--- src/rtl/trigger_out_shaper.sv ---
// Conditions the single-cycle trigger pulse: programmable delay, pulse width and
// re-arm holdoff, optional inversion, plus saturating accepted/missed counters.
module trigger_out_shaper #(
    parameter int CNT_W  = 16,
    parameter int MISS_W = 8
) (
    input  logic              clk,
    input  logic              rst_sync,
    input  logic              trig_in,
    input  logic              cfg_enable,
    input  logic [7:0]        cfg_delay,
    input  logic [7:0]        cfg_width,
    input  logic [7:0]        cfg_holdoff,
    input  logic              cfg_invert,
    input  logic              cfg_clear_count,
    output logic              shaped_out,
    output logic              busy,
    output logic [CNT_W-1:0]  trig_count,
    output logic [MISS_W-1:0] missed_count
);

    typedef enum logic [1:0] {IDLE, DELAY, PULSE, HOLDOFF} state_t;

    state_t              state_q, state_d;
    logic [7:0]          cnt_q, cnt_d;
    logic [7:0]          wm1_q, wm1_d;
    logic [7:0]          hold_q, hold_d;
    logic [CNT_W-1:0]    trig_cnt_q, trig_cnt_d;
    logic [MISS_W-1:0]   miss_cnt_q, miss_cnt_d;
    logic                shaped_q, busy_q;
    logic                accept, miss;

    assign accept = (state_q == IDLE) && cfg_enable && trig_in;
    assign miss   = (state_q != IDLE) && cfg_enable && trig_in;

    always_comb begin
        state_d = state_q;
        cnt_d   = cnt_q;
        wm1_d   = wm1_q;
        hold_d  = hold_q;
        if (!cfg_enable) begin
            state_d = IDLE;
        end else begin
            case (state_q)
                IDLE: begin
                    if (trig_in) begin
                        // Width and holdoff are captured now so later cfg writes cannot stretch this event.
                        wm1_d  = (cfg_width == 8'd0) ? 8'd0 : cfg_width - 8'd1;
                        hold_d = cfg_holdoff;
                        if (cfg_delay != 8'd0) begin
                            state_d = DELAY;
                            cnt_d   = cfg_delay - 8'd1;
                        end else begin
                            state_d = PULSE;
                            cnt_d   = wm1_d;
                        end
                    end
                end
                DELAY: begin
                    if (cnt_q == 8'd0) begin
                        state_d = PULSE;
                        cnt_d   = wm1_q;
                    end else begin
                        cnt_d = cnt_q - 8'd1;
                    end
                end
                PULSE: begin
                    if (cnt_q == 8'd0) begin
                        if (hold_q != 8'd0) begin
                            state_d = HOLDOFF;
                            cnt_d   = hold_q - 8'd1;
                        end else begin
                            state_d = IDLE;
                        end
                    end else begin
                        cnt_d = cnt_q - 8'd1;
                    end
                end
                default: begin
                    if (cnt_q == 8'd0) state_d = IDLE;
                    else               cnt_d   = cnt_q - 8'd1;
                end
            endcase
        end
    end

    always_comb begin
        trig_cnt_d = trig_cnt_q;
        miss_cnt_d = miss_cnt_q;
        if (cfg_clear_count) begin
            trig_cnt_d = '0;
            miss_cnt_d = '0;
        end else begin
            if (accept && (trig_cnt_q != {CNT_W{1'b1}}))  trig_cnt_d = trig_cnt_q + CNT_W'(1);
            if (miss && (miss_cnt_q != {MISS_W{1'b1}}))   miss_cnt_d = miss_cnt_q + MISS_W'(1);
        end
    end

    // Outputs are registered from the next state so they line up with the state they describe.
    always_ff @(posedge clk) begin
        if (rst_sync) begin
            state_q    <= IDLE;
            cnt_q      <= 8'd0;
            wm1_q      <= 8'd0;
            hold_q     <= 8'd0;
            trig_cnt_q <= '0;
            miss_cnt_q <= '0;
            shaped_q   <= 1'b0;
            busy_q     <= 1'b0;
        end else begin
            state_q    <= state_d;
            cnt_q      <= cnt_d;
            wm1_q      <= wm1_d;
            hold_q     <= hold_d;
            trig_cnt_q <= trig_cnt_d;
            miss_cnt_q <= miss_cnt_d;
            shaped_q   <= (state_d == PULSE) ^ cfg_invert;
            busy_q     <= (state_d != IDLE);
        end
    end

    assign shaped_out   = shaped_q;
    assign busy         = busy_q;
    assign trig_count   = trig_cnt_q;
    assign missed_count = miss_cnt_q;

endmodule

--- config.mk ---
export PLATFORM = sky130hd
export DESIGN_NAME = trigger_out_shaper
export DESIGN_NICKNAME = d
export VERILOG_FILES = /design/src/rtl/trigger_out_shaper.sv
export SDC_FILE = /design/constraint.sdc
export NUM_CORES = 1
export LEC_CHECK = 0
export CAP_MARGIN = 20
export CORE_ASPECT_RATIO = 1.5
export CORE_MARGIN = 4
export CORE_UTILIZATION = 48
export DETAILED_ROUTE_END_ITERATION = 12
export GPL_TIMING_DRIVEN = 0
export HOLD_SLACK_MARGIN = 0.05
export PLACE_DENSITY = 0.8
export SETUP_SLACK_MARGIN = 0.3
export SYNTH_ARGS = -nofsm -noshare
export SYNTH_HDL_FRONTEND = slang
export SYNTH_SLANG_ARGS = --single-unit
--- constraint.sdc ---
create_clock -name clk -period 2.55 [get_ports clk]
set_clock_uncertainty 0.2 [all_clocks]
set_input_delay 0.3825 -clock clk [delete_from_list [all_inputs] [get_ports clk]]
set_output_delay 0.3825 -clock clk [all_outputs]
set_load 0.02 [all_outputs]
==> Yosys cells after proc, flatten, opt, wreduce, memory -nomap -nowiden <==
Index checks and enable logic that the tools add are counted.
{ "totals": {"ff_bits": 52, "input_bits": 30} }
{ "op_classes": {"mux": 16, "bitwise_logic": 1, "n_eq_ne": 8, "addsub": 6, "n_reduce_logical": 16} }
{ "op_table": {"columns": ["cell", "count"], "rows": [
  ["$mux 8", 7],
  ["$sub 8x1->8 const B", 4],
  ["$pmux 8 s3", 1],
  ["$add 16x1->16 const B", 1],
  ["$logic_not 8->1", 2],
  ["$ne 16x16->1 const B", 1],
  ["$reduce_bool 8->1", 2],
  ["$mux 2", 7],
  ["$add 8x1->8 const B", 1],
  ["$ne 8x8->1 const B", 1],
  ["$logic_and 1x1->1", 6],
  ["$pmux 2 s3", 1],
  ["$eq 2x2->1 const B", 2],
  ["$ne 4x2->1 const B", 1],
  ["$reduce_and 4->1", 1],
  ["$reduce_bool 2->1", 2],
  ["$ne 3x3->1 const B", 1],
  ["$reduce_and 3->1", 1],
  ["$eq 2x1->1 const B", 1],
  ["$logic_not 2->1", 1],
  ["$ne 2x2->1 const B", 1],
  ["$reduce_or 2->1", 1],
  ["$xor 1x1->1", 1]
]} }

==> Depth between registers and ports, before layout <==
{ "logic_depth": {"ltp_word": 7, "depth_mapped": 9, "depth_no_buf": 8} }

==> Worst setup path before layout <==
OpenSTA, ideal clock, no wires.
{ "synth_path": {"kind": "register to register", "start": "register cnt_q[0]", "end": "register shaped_q, in the netlist shaped_out", "arrival_time_ns": 2.046, "n_path_buf": 0, "path_stages_with_launch": 9, "required_time_ns": 2.227, "slack_ns": 0.180, "cell_sequence": "dfxtp_1 > inv_1 > ha_1 > or3b_2 > nor2_4 > a211oi_1 > o311ai_2 > nor2b_1 > mux2_1"} }
{ "synth_via": {"elab_chain_len": 6, "elab_cells_between_ends": 8, "cone_classes": "1 x eq/ne; 5 x mux; 1 x bitwise; 1 x reduce/logical"} }
{ "synth_rtl": {"columns": ["element", "line", "rtl"], "rows": [
  ["from (decl)", "25", "logic [7:0] cnt_q, cnt_d;"],
  ["from (signal assigned)", "112", "cnt_q <= cnt_d;"],
  ["$logic_not 8->1 *", "60, 68, 80", null],
  ["$mux 2 (on tied branches)", "80, 60, 68", null],
  ["$pmux 2 s3 *", "44", "case (state_q)"],
  ["$mux 2 *", "41", "if (!cfg_enable) begin"],
  ["$eq 2x2->1 *", "117", "shaped_q <= (state_d == PULSE) ^ cfg_invert;"],
  ["$xor 1x1->1 *", "117", null],
  ["to (signal assigned)", "117", null],
  ["to (decl)", "30", "logic shaped_q, busy_q;"]
]} }
Mark *: on every way between the ends. The rest lies on a longest branch, timed or not.
A chain may end at the register's enable or synchronous reset.

==> Worst setup path after layout <==
{ "layout_path": {"start": "register hold_q[5]", "end": "register shaped_q, in the netlist shaped_out"} }
{ "layout_via": {"elab_chain_len": 7} }
{ "layout_rtl": {"columns": ["element", "line", "rtl"], "rows": [
  ["from (decl)", "27", "logic [7:0] hold_q, hold_d;"],
  ["from (signal assigned)", "114", "hold_q <= hold_d;"],
  ["$reduce_bool 8->1", "69", "if (hold_q != 8'd0) begin"],
  ["$mux 2", "69", null],
  ["$mux 2", "68", "if (cnt_q == 8'd0) begin"],
  ["$pmux 2 s3", "44", null],
  ["$mux 2", "41", null],
  ["$eq 2x2->1", "117", null],
  ["$xor 1x1->1", "117", null]
]} }
No other way between the ends.

==> run metrics <==
leakage 1.64 nW; Max Freq 0.410 GHz; synth-to-layout area growth 37.3%; final core utilization 67.4%; clock tree from TritonCTS yes; total power per unit cell area 435 nW/µm²; initial core utilization 49.1%; deepest level of the CTS H-tree 2; area fraction in compound gates after synthesis 20.9%; Residual DRC 0; global routing usage summed across all routing layers 21.9%; largest net degree at the start of global routing 16; Wirelength per Cell 16.6 µm; part of the Yosys area used for sequential elements 32.7%; worst skew pair latency 310 ps; wire length of the first global-routing pass 14.0 mm; tightest slew margin relative to the limit 59.6%; Chip Width 74.5 µm; number of setup violations in the final report 0; outcome finished clean; Register Area 1050 µm²; Reg clk slew, reported paths 100 ps; total number of yosys warnings 0; Die H 108 µm; remaining global-route overflow 0; Primary FF master, synth sky130_fd_sc_hd__dfxtp_1; number of enable-type register cells in the synthesized netlist 0; placer congestion estimate 0.977; Post-CTS Hold Fix Bufs 0; DP Wirelength 6.49 mm; largest fanout of any net on the critical path 5; total core area 6490 µm²; Async SR Flop Fraction 0%; footprint of the multi-input gates 2280 µm²; endpoint type of the worst setup path flip-flop; vias 3,279; type of the worst min-delay path flip-flop to flip-flop; Bufs on Longest Clock Path 2; Final Hold Viols 0; fill cell instance count of the final layout 566; number of rows in the core area 36; synthesized area per cell 8.04 µm²; count of buffers inserted at the top-level ports 54; number of primary I/O pins 56; crit share post-route 95.6%; unrepaired setup endpoints after global routing yes; combinational family with the most area after synthesis simple AND/OR/NAND/NOR gates; nets@finish 520; Mapped Area 3180 µm²; number of antenna violations at the first check in global routing 0; Sink Count 52; most common cell after layout, fill and taps aside sky130_fd_sc_hd__clkdlybuf4s50_1; count of inserted antenna diode cells 0; vias per std cell 5.93; number of library cell types mapped by synthesis 61; category of the most critical setup path flip-flop to flip-flop; Final Instance Count excl. Fillers 553; count of state elements after synthesis 52; transition time at the pin with the least slew margin 605 ps; Clock Tree Root sky130_fd_sc_hd__clkbuf_8; highest-count cells in the layout ignoring fill and taps sky130_fd_sc_hd__clkdlybuf4s50_1 (48), sky130_fd_sc_hd__nor2_1 (46), sky130_fd_sc_hd__dfxtp_1 (43); Post-Synth Simple-Gate Area 26.6%; final count of pins violating max slew 0; synthesized netlist cell count 396; area of the die 8030 µm²; Pre-antenna DRT Iters 4; share of layout cells above drive strength 1 19.5%; post-layout min period 2440 ps; number of nets in the synthesized netlist 440; Final ANT Viol Nets 0; TritonCTS Buffers 5; vias in the first global route 3,151; arithmetic-cell share of the synthesized area counting full adders, half adders and majority gates 5.50%; count of routing violations after the opening detailed-route iteration 173; sort of element at the start of the critical path flip-flop; cell count after placement 526; wire length after detailed routing 9.17 mm; endpoint required time on the critical path 2550 ps; XOR/XNOR Fraction of Synth Area 7.70%; Max IR drop VDD 0.361 mV; Arrival @ worst endpoint 2440 ps; max-cap violations 0; mux contribution to synthesized area 2.56%
==> power breakdown <==
part	total [mW]	switching, mW	internal, mW	leakage (nW)
Sequential	0.880	0.0364	0.843	0.427
Combinational	0.521	0.279	0.243	1.16
Clock	0.502	0.281	0.221	0.0445
==> Yosys cell counts (3+ instances only) <==
master | count | share of area (%)
sky130_fd_sc_hd__and3_1 | 7 | 1.4
sky130_fd_sc_hd__o31ai_1 | 3 | 0.71
sky130_fd_sc_hd__a211oi_1 | 9 | 2.1
sky130_fd_sc_hd__a311oi_1 | 4 | 1.1
sky130_fd_sc_hd__nor3b_1 | 4 | 0.94
sky130_fd_sc_hd__clkbuf_1 | 15 | 1.8
sky130_fd_sc_hd__nor3_1 | 8 | 1.3
sky130_fd_sc_hd__or4_1 | 4 | 0.94
sky130_fd_sc_hd__nor4b_1 | 3 | 0.83
sky130_fd_sc_hd__dfxtp_1 | 52 | 33
sky130_fd_sc_hd__nand2_1 | 40 | 4.7
sky130_fd_sc_hd__a31oi_1 | 4 | 0.79
sky130_fd_sc_hd__nand3_1 | 10 | 1.6
sky130_fd_sc_hd__o211ai_1 | 3 | 0.71
sky130_fd_sc_hd__inv_1 | 18 | 2.1
sky130_fd_sc_hd__and4_1 | 4 | 1.1
sky130_fd_sc_hd__a21oi_1 | 30 | 4.7
sky130_fd_sc_hd__o21ai_0 | 14 | 2.2
sky130_fd_sc_hd__mux2i_1 | 7 | 2.2
sky130_fd_sc_hd__o22ai_1 | 3 | 0.59
sky130_fd_sc_hd__nor2_1 | 52 | 6.1
sky130_fd_sc_hd__ha_1 | 14 | 5.5
sky130_fd_sc_hd__xor2_1 | 23 | 6.3
sky130_fd_sc_hd__nand4_1 | 6 | 1.2
sky130_fd_sc_hd__xnor2_1 | 5 | 1.4
sky130_fd_sc_hd__nor2b_1 | 3 | 0.59
sky130_fd_sc_hd__a22oi_1 | 4 | 0.94
sky130_fd_sc_hd__nand2b_1 | 5 | 0.98
==> worst max-delay path: stages (launching register included) <==
cell and delay, ps:
sky130_fd_sc_hd__dfxtp_2 330, sky130_fd_sc_hd__or4_4 590, sky130_fd_sc_hd__nor4_4 340, sky130_fd_sc_hd__a311oi_1 160
sky130_fd_sc_hd__o311ai_2 310, sky130_fd_sc_hd__nor2b_2 80, sky130_fd_sc_hd__mux2_1 320
==> logic make-up (layout without fill, tap and decap cells) <==
logic type,count (synthesis),count (layout)
flops,52,52
buf+inv,34,115
fa+ha+maj,14,14
mux,8,8
simple gates,164,164
compound gates,96,96
xor+xnor,28,28
==> sequential cells by signal, indices dropped and copies added, names as in the netlist <==
| register | count |
|---|---|
| wm1_q | 8 |
| state_q | 2 |
| trig_count | 16 |
| cnt_q | 8 |
| busy | 1 |
| missed_count | 8 |
| shaped_out | 1 |
| hold_q | 8 |
==> per-layer routing <==
metal	routed length, µm	GRT usage [%]
met1	3510	23.3
met2	4950	40.1
met3	389	4.30
met4	317	9.80
met5	0	0
==> timing repair <==
item | CTS | global route
pin swaps | 4 | 15
cloned | 0 | 1
endpoints found under the setup margin | 29 | 28
resized for setup | 35 | 63
setup buffers | 8 | 10
==> through the flow <==
step	power (mW)	TNS [ps]	area, µm²	setup WS [ps]	hold WS, ps
2_1_floorplan	1.15	0	3190	292	232
3_3_place_gp	1.28	-3190	3830	-504	242
3_5_place_dp	1.28	-4430	3830	-565	255
4_1_cts	1.81	0	4100	171	268
5_1_grt	1.99	0	4370	64.4	293
6_report	1.90	0	4370	111	271
==> path summary, 6_finish.rpt <==
path / startpoint / end / slack, ps / cells past startpoint
hold reg to reg: wm1_q[0]$_SDFFE_PP0P_ / wm1_q[0]$_SDFFE_PP0P_ / 270 / 2
hold / removal: wm1_q[0]$_SDFFE_PP0P_ / wm1_q[0]$_SDFFE_PP0P_ / 270 / 2
setup reg to reg: hold_q[5]$_SDFFE_PP0P_ / shaped_out$_SDFF_PP0_ / 110 / 6
setup / recovery: hold_q[5]$_SDFFE_PP0P_ / shaped_out$_SDFF_PP0_ / 110 / 6
==> cell type report <==
class,count,share of cell area (%)
Buffer,16,1.86
Clock buffer,7,1.98
Clock inverter,1,0.172
Inverter,18,1.55
Multi-Input combinational cell,310,52.1
Sequential cell,52,24.1
Tap cell,76,2.18
Timing Repair Buffer,73,16.0
(Power assumes the default switching activity.)
